<file path="config.mk">
export PLATFORM = sky130hd
export DESIGN_NAME = imem_fetch_buffered
export DESIGN_NICKNAME = d
export VERILOG_FILES = /design/src/rtl/imem_pkg.sv /design/src/rtl/imem_rsp_fifo.sv /design/src/rtl/imem_fetch_buffered.sv
export SDC_FILE = /design/constraint.sdc
export NUM_CORES = 2
export LEC_CHECK = 0
export CORE_MARGIN = 4
export CORE_UTILIZATION = 50
export DETAILED_ROUTE_END_ITERATION = 10
export GPL_TIMING_DRIVEN = 0
export MAX_ROUTING_LAYER = met4
export PLACE_DENSITY = 0.66
export SLEW_MARGIN = 10
export SYNTH_ARGS = -nofsm -noshare
export SYNTH_HDL_FRONTEND = slang
export SYNTH_HIERARCHICAL = 1
export SYNTH_SLANG_ARGS = --single-unit
</file>
<file path="constraint.sdc">
create_clock -name clk -period 3.8 [get_ports clk]
set_input_delay 0.76 -clock clk [delete_from_list [all_inputs] [get_ports clk]]
set_output_delay 0.76 -clock clk [all_outputs]
set_load 0.05 [all_outputs]
</file>
<file path="src/rtl/imem_pkg.sv">
// Shared fetch-path definitions: default widths, the out-of-range filler
// instruction and the response record that decode consumes.
package imem_pkg;

   localparam int IMEM_DATA_W = 8;
   localparam int IMEM_ADDR_W = 8;

   localparam logic [IMEM_DATA_W-1:0] IMEM_NOP_WORD = '0;

   typedef struct packed {
      logic [IMEM_DATA_W-1:0] instr;
      logic [IMEM_ADDR_W-1:0] addr;
      logic                   err;
   } imem_rsp_t;

endpackage

</file>
<file path="src/rtl/imem_rsp_fifo.sv">
// Two-entry valid/ready response FIFO with a synchronous flush and async
// active-low reset. Output data is forced to zero while the FIFO is empty.
module imem_rsp_fifo
   import imem_pkg::*;
#(
   parameter type T = imem_rsp_t
) (
   input  logic clk,
   input  logic rst_n,
   input  logic flush_i,
   input  logic push_valid_i,
   output logic push_ready_o,
   input  T     push_data_i,
   output logic pop_valid_o,
   input  logic pop_ready_i,
   output T     pop_data_o
);

   logic [1:0] count_q, count_d;
   logic       rd_ptr_q, rd_ptr_d;
   T           slot_q [2];
   logic       do_push, do_pop, wr_ptr;

   // Ready depends only on held state and flush, never on the pop side.
   assign push_ready_o = rst_n && (count_q < 2'd2) && !flush_i;
   assign pop_valid_o  = (count_q != 2'd0);
   assign do_push      = push_valid_i && push_ready_o;
   assign do_pop       = pop_valid_o && pop_ready_i && !flush_i;
   assign wr_ptr       = rd_ptr_q ^ count_q[0];
   assign pop_data_o   = pop_valid_o ? slot_q[rd_ptr_q] : '0;

   // NOTE: every always_comb output gets a default first so no latch is inferred.
   always_comb begin
      count_d  = count_q;
      rd_ptr_d = rd_ptr_q;
      if (flush_i) begin
         count_d  = 2'd0;
         rd_ptr_d = 1'b0;
      end else begin
         case ({do_push, do_pop})
            2'b10:   count_d = count_q + 2'd1;
            2'b01:   count_d = count_q - 2'd1;
            default: count_d = count_q;
         endcase
         if (do_pop) rd_ptr_d = ~rd_ptr_q;
      end
   end

   // NOTE: sequential state uses non-blocking assignments so all registers see pre-edge values.
   always_ff @(posedge clk or negedge rst_n) begin
      if (!rst_n) begin
         count_q   <= 2'd0;
         rd_ptr_q  <= 1'b0;
         slot_q[0] <= '0;
         slot_q[1] <= '0;
      end else begin
         count_q  <= count_d;
         rd_ptr_q <= rd_ptr_d;
         if (do_push) slot_q[wr_ptr] <= push_data_i;
      end
   end

endmodule

</file>
<file path="src/rtl/imem_fetch_buffered.sv">
// Instruction memory with a program-load write port, read at the accept edge
// straight into a 2-entry response buffer so fetch can stall without loss.
module imem_fetch_buffered
   import imem_pkg::*;
#(
   parameter int                 DATA_W    = IMEM_DATA_W,
   parameter int                 ADDR_W    = IMEM_ADDR_W,
   parameter int                 DEPTH     = 256,
   parameter string              INIT_FILE = "Rom.mem",
   parameter logic [DATA_W-1:0]  NOP_WORD  = IMEM_NOP_WORD
) (
   input  logic              clk,
   input  logic              rst_n,
   input  logic              req_valid,
   output logic              req_ready,
   input  logic [ADDR_W-1:0] req_addr,
   output logic              rsp_valid,
   input  logic              rsp_ready,
   output logic [DATA_W-1:0] rsp_instr,
   output logic [ADDR_W-1:0] rsp_addr,
   output logic              rsp_err,
   input  logic              flush,
   input  logic              wr_en,
   input  logic [ADDR_W-1:0] wr_addr,
   input  logic [DATA_W-1:0] wr_data
);

   typedef struct packed {
      logic [DATA_W-1:0] instr;
      logic [ADDR_W-1:0] addr;
      logic              err;
   } rsp_t;

   logic [DATA_W-1:0] mem_q [DEPTH];
   logic              req_oor, wr_oor;
   logic [DATA_W-1:0] rd_word;
   rsp_t              push_entry, head;

   if (DEPTH >= 2**ADDR_W) begin : g_full_map
      assign req_oor = 1'b0;
      assign wr_oor  = 1'b0;
   end else begin : g_part_map
      assign req_oor = (req_addr >= ADDR_W'(DEPTH));
      assign wr_oor  = (wr_addr >= ADDR_W'(DEPTH));
   end

   // NOTE: the array has no reset; contents survive rst_n and map to RAM.
   always_ff @(posedge clk) begin
      if (wr_en && !wr_oor) mem_q[wr_addr] <= wr_data;
   end

   // The FIFO samples this on the same edge as the write, giving read-first.
   assign rd_word    = req_oor ? NOP_WORD : mem_q[req_addr];
   assign push_entry = '{instr: rd_word, addr: req_addr, err: req_oor};

   imem_rsp_fifo #(.T(rsp_t)) u_rsp_fifo (
      .clk          (clk),
      .rst_n        (rst_n),
      .flush_i      (flush),
      .push_valid_i (req_valid),
      .push_ready_o (req_ready),
      .push_data_i  (push_entry),
      .pop_valid_o  (rsp_valid),
      .pop_ready_i  (rsp_ready),
      .pop_data_o   (head)
   );

   assign rsp_instr = head.instr;
   assign rsp_addr  = head.addr;
   assign rsp_err   = head.err;

endmodule
</file>
==> flow_metrics.env <==
export IMPL_fin_util_pct=57.3
export IMPL_synth_seq_area_share_pct=76.9
export IMPL_synthArstFlopShare_pct=1.77
export IMPL_viasPerCell=6.63
export IMPL_violations="negative setup slack"
export IMPL_worst_setup_path_end_kind="register"
export IMPL_cts_tree="done"
export IMPL_io_buffers=43
export IMPL_cts_path_max_buffers=3
export IMPL_p_leak_uw=0.0287
export IMPL_synth_edff_count=2048
export IMPL_area_delta_synth_final_pct=13.6
export IMPL_rrSetupSlack_ps=920
export IMPL_syn_inst=3858
export IMPL_worst_slew_pin_slew_ps=1380
export IMPL_rsz0062_at_grt="false"
export IMPL_switching_share_pct=22.5
export IMPL_synth_most_common_cell="edfxtp_1"
export IMPL_grt_max_degree=153
export IMPL_post_route_min_period_ps=3940
export IMPL_drive_gt1_share_pct=24.6
export IMPL_htreeDepth=4
export IMPL_hold_slack_ps=126
export IMPL_hold_viol=0
export IMPL_nets=4159
export IMPL_yosys_top_cells_area="edfxtp_1 76%, mux4_2 13%, mux2i_1 1.9%"
export IMPL_relSlewSlack_pct=7.45
export IMPL_vias=42900
export IMPL_initial_utilization_pct=50.4
export IMPL_yosysTopAreaCell="edfxtp_1"
export IMPL_yosysWarnings=6
export IMPL_multiInputGateArea_um2=17900
export IMPL_remaining_drc_errors=0
export IMPL_cp_max_fo=10
export IMPL_seqCellArea_um2=62400
export IMPL_status="complete, but fails checks"
export IMPL_wl_per_cell_um=37.3
export IMPL_fin_crit_sh_pct=104
export IMPL_ir_drop_mv=0.459
export IMPL_drt_iter0_drc=7506
export IMPL_io_pins=49
export IMPL_drv_cap=0
export IMPL_clock_latency_ps=870
export IMPL_p_int_uw=37300
export IMPL_post_dp_cell_area_um2=84900
export IMPL_layout_setup_ws_ps=-139
export IMPL_cts_root_buf="clkbuf_16"
export IMPL_pwr_share_clk_pct=40.5
export IMPL_cts_buffers=204
export IMPL_place_congestion=0.975
export IMPL_fmax_mhz=254
export IMPL_die_y_um=411
export IMPL_combPwrFrac_pct=6.5
export IMPL_die_area_um2=169000
export IMPL_synth_top_cell_area_share_pct=75.8
export IMPL_place_ws_ps=-2890
export IMPL_critical_path_arrival_ps=4680
export IMPL_dpl_hpwl_mm=161
export IMPL_ys_top_cells_by_count="2048 x edfxtp_1, 454 x mux4_2, 301 x nor2_1"
export IMPL_dieWidth_um=411
export IMPL_power_switching_uw=10900
export IMPL_setup_viol=16
export IMPL_synth_area_um2=81200
export IMPL_setup_worst_path_class="in -> reg"
export IMPL_clock_sinks=2085
export IMPL_ys_ff_latch=2085
export IMPL_core_area_um2=161000
export IMPL_yosysUniqueCellTypes=64
export IMPL_grt_pass1_wl_mm=333
export IMPL_start_kind="input pin"
export IMPL_ys_flop_type="edfxtp_1"
export IMPL_ant_nets=0
export IMPL_avgSynthCellArea_um2=21.0
export IMPL_p_per_area_nw_per_um2=523
export IMPL_finalMaxSlewViolations=0
export IMPL_rows=147
export IMPL_antenna_found_initial=10
export IMPL_hold_path_class="in -> reg"
export IMPL_nFillCells=11700
export IMPL_skew_ps=35.6
export IMPL_design_area_um2=92200
export IMPL_required_ps=4540
export IMPL_cts_clk_slew_worst_paths_ps=60
export IMPL_first_pass_iters=6
export IMPL_grt_ovfl_total=0
export IMPL_track_usage_pct=29.6
export IMPL_power_frac_seq_pct=52.9
export IMPL_wl_mm=241
export IMPL_grt_pass1_vias=41400
-- kinds of logic after synthesis --
group	synth area share, %
other	0.00462
DFF	76.9
muxes	15.1
buffers and inverters	1.88
and+or+nand+nor	2.74
xor gates and xnor gates	0.0324
AOI/OAI and AO/OA	3.39
-- state kept, by name, summed over array words and instances (netlist names) --
name                 flops
u_rsp_fifo/rd_ptr_q      1
mem_q                 2048
u_rsp_fifo/count_q       2
u_rsp_fifo/slot_q       34
-- worst paths after layout --
path / start / depth (start not counted) / to
hold / removal: wr_data[3] / 1 / mem_q[226][3]
setup / recovery: req_addr[5] / 8 / u_rsp_fifo/slot_q[10]
min in group asynchronous: rst_n / 2 / u_rsp_fifo/count_q[1]
max in group asynchronous: rst_n / 3 / u_rsp_fifo/slot_q[9]
setup reg to reg: mem_q[27][3] / 8 / u_rsp_fifo/slot_q[12]
hold reg to reg: u_rsp_fifo/slot_q[22] / 1 / u_rsp_fifo/slot_q[22]
-- routing by layer --
layer / global-route usage, % / part of all wire, % / up-vias
li1: - / - / 16700
met1: 39.9 / 37 / 22600
met2: 42.3 / 45 / 3140
met3: 8.76 / 13 / 517
met4: 13.1 / 5.3 / 0
met5: - / 0 / -
-- cell usage in the layout (no fill, tap or decap), drive strengths merged, types with 5 or more instances in the layout --
cell type,synthesis,layout
a2111oi,5,5
a211oi,16,16
a21oi,98,98
a221oi,14,14
a22o,8,8
a22oi,134,134
and2,6,6
buf,127,153
bufinv,0,13
clkbuf,113,369
clkdlybuf4s50,0,31
clkinv,1,102
dfrtp,37,37
diode,0,9
edfxtp,2048,2048
inv,3,8
mux2,35,35
mux2i,151,151
mux4,456,456
nand2,35,35
nand2b,9,9
nand3,35,35
nand4,10,10
nor2,301,301
nor2b,32,32
nor3,22,22
nor4,27,27
o211ai,10,10
o21ai,14,14
o221ai,47,47
o22a,5,5
o22ai,28,28
o32ai,5,5
-- power by group through the flow --
| stage | logic, µW | registers, µW | clock network [µW] |
|---|---|---|---|
| after floorplan | 1470 | 26000 | 0 |
| after global placement | 2850 | 26200 | 0 |
| after detailed placement | 2950 | 26000 | 0 |
| after CTS | 3080 | 25500 | 19600 |
| after global routing | 3220 | 25500 | 20600 |
| final | 3150 | 25500 | 19500 |
-- metrics by stage --
stage / power, µW / setup TNS [ps] / instances
6_report: 48200 / -1370 / 6468
3_5_place_dp: 28900 / -128420 / 6079
2_1_floorplan: 27400 / 0 / 3859
4_1_cts: 48200 / 0 / 6458
5_1_grt: 49300 / 0 / 6466
3_3_place_gp: 29100 / - / 6062
-- repair_timing --
item                                   CTS  global route
hold buffers                             1             0
cloned                                   0             0
setup endpoints to repair               26            22
endpoints found under the hold margin   37             0
buffers inserted                         3             1
pin swaps                                9             5
gates resized for setup                221            24
-- area by class of cell --
cell class | instances | share of cell area, %
Multi-Input combinational cell | 1530 | 19.4
Clock buffer | 255 | 5.77
Tap cell | 2160 | 2.93
Antenna cell | 9 | 0.0244
Inverter | 4 | 0.0176
Sequential cell | 2085 | 67.7
Buffer | 239 | 1.92
Timing Repair Buffer | 65 | 1.06
Clock inverter | 121 | 1.18
-- worst max-delay path, stage by stage --
cell and delay (ps):
clkdlybuf4s50_1 1060, buf_2 470, or2_2 180, buf_1 750, a21oi_1 290, nor4_4 700, nor4_4 140, mux2_4 300
(Power assumes the default switching activity.)
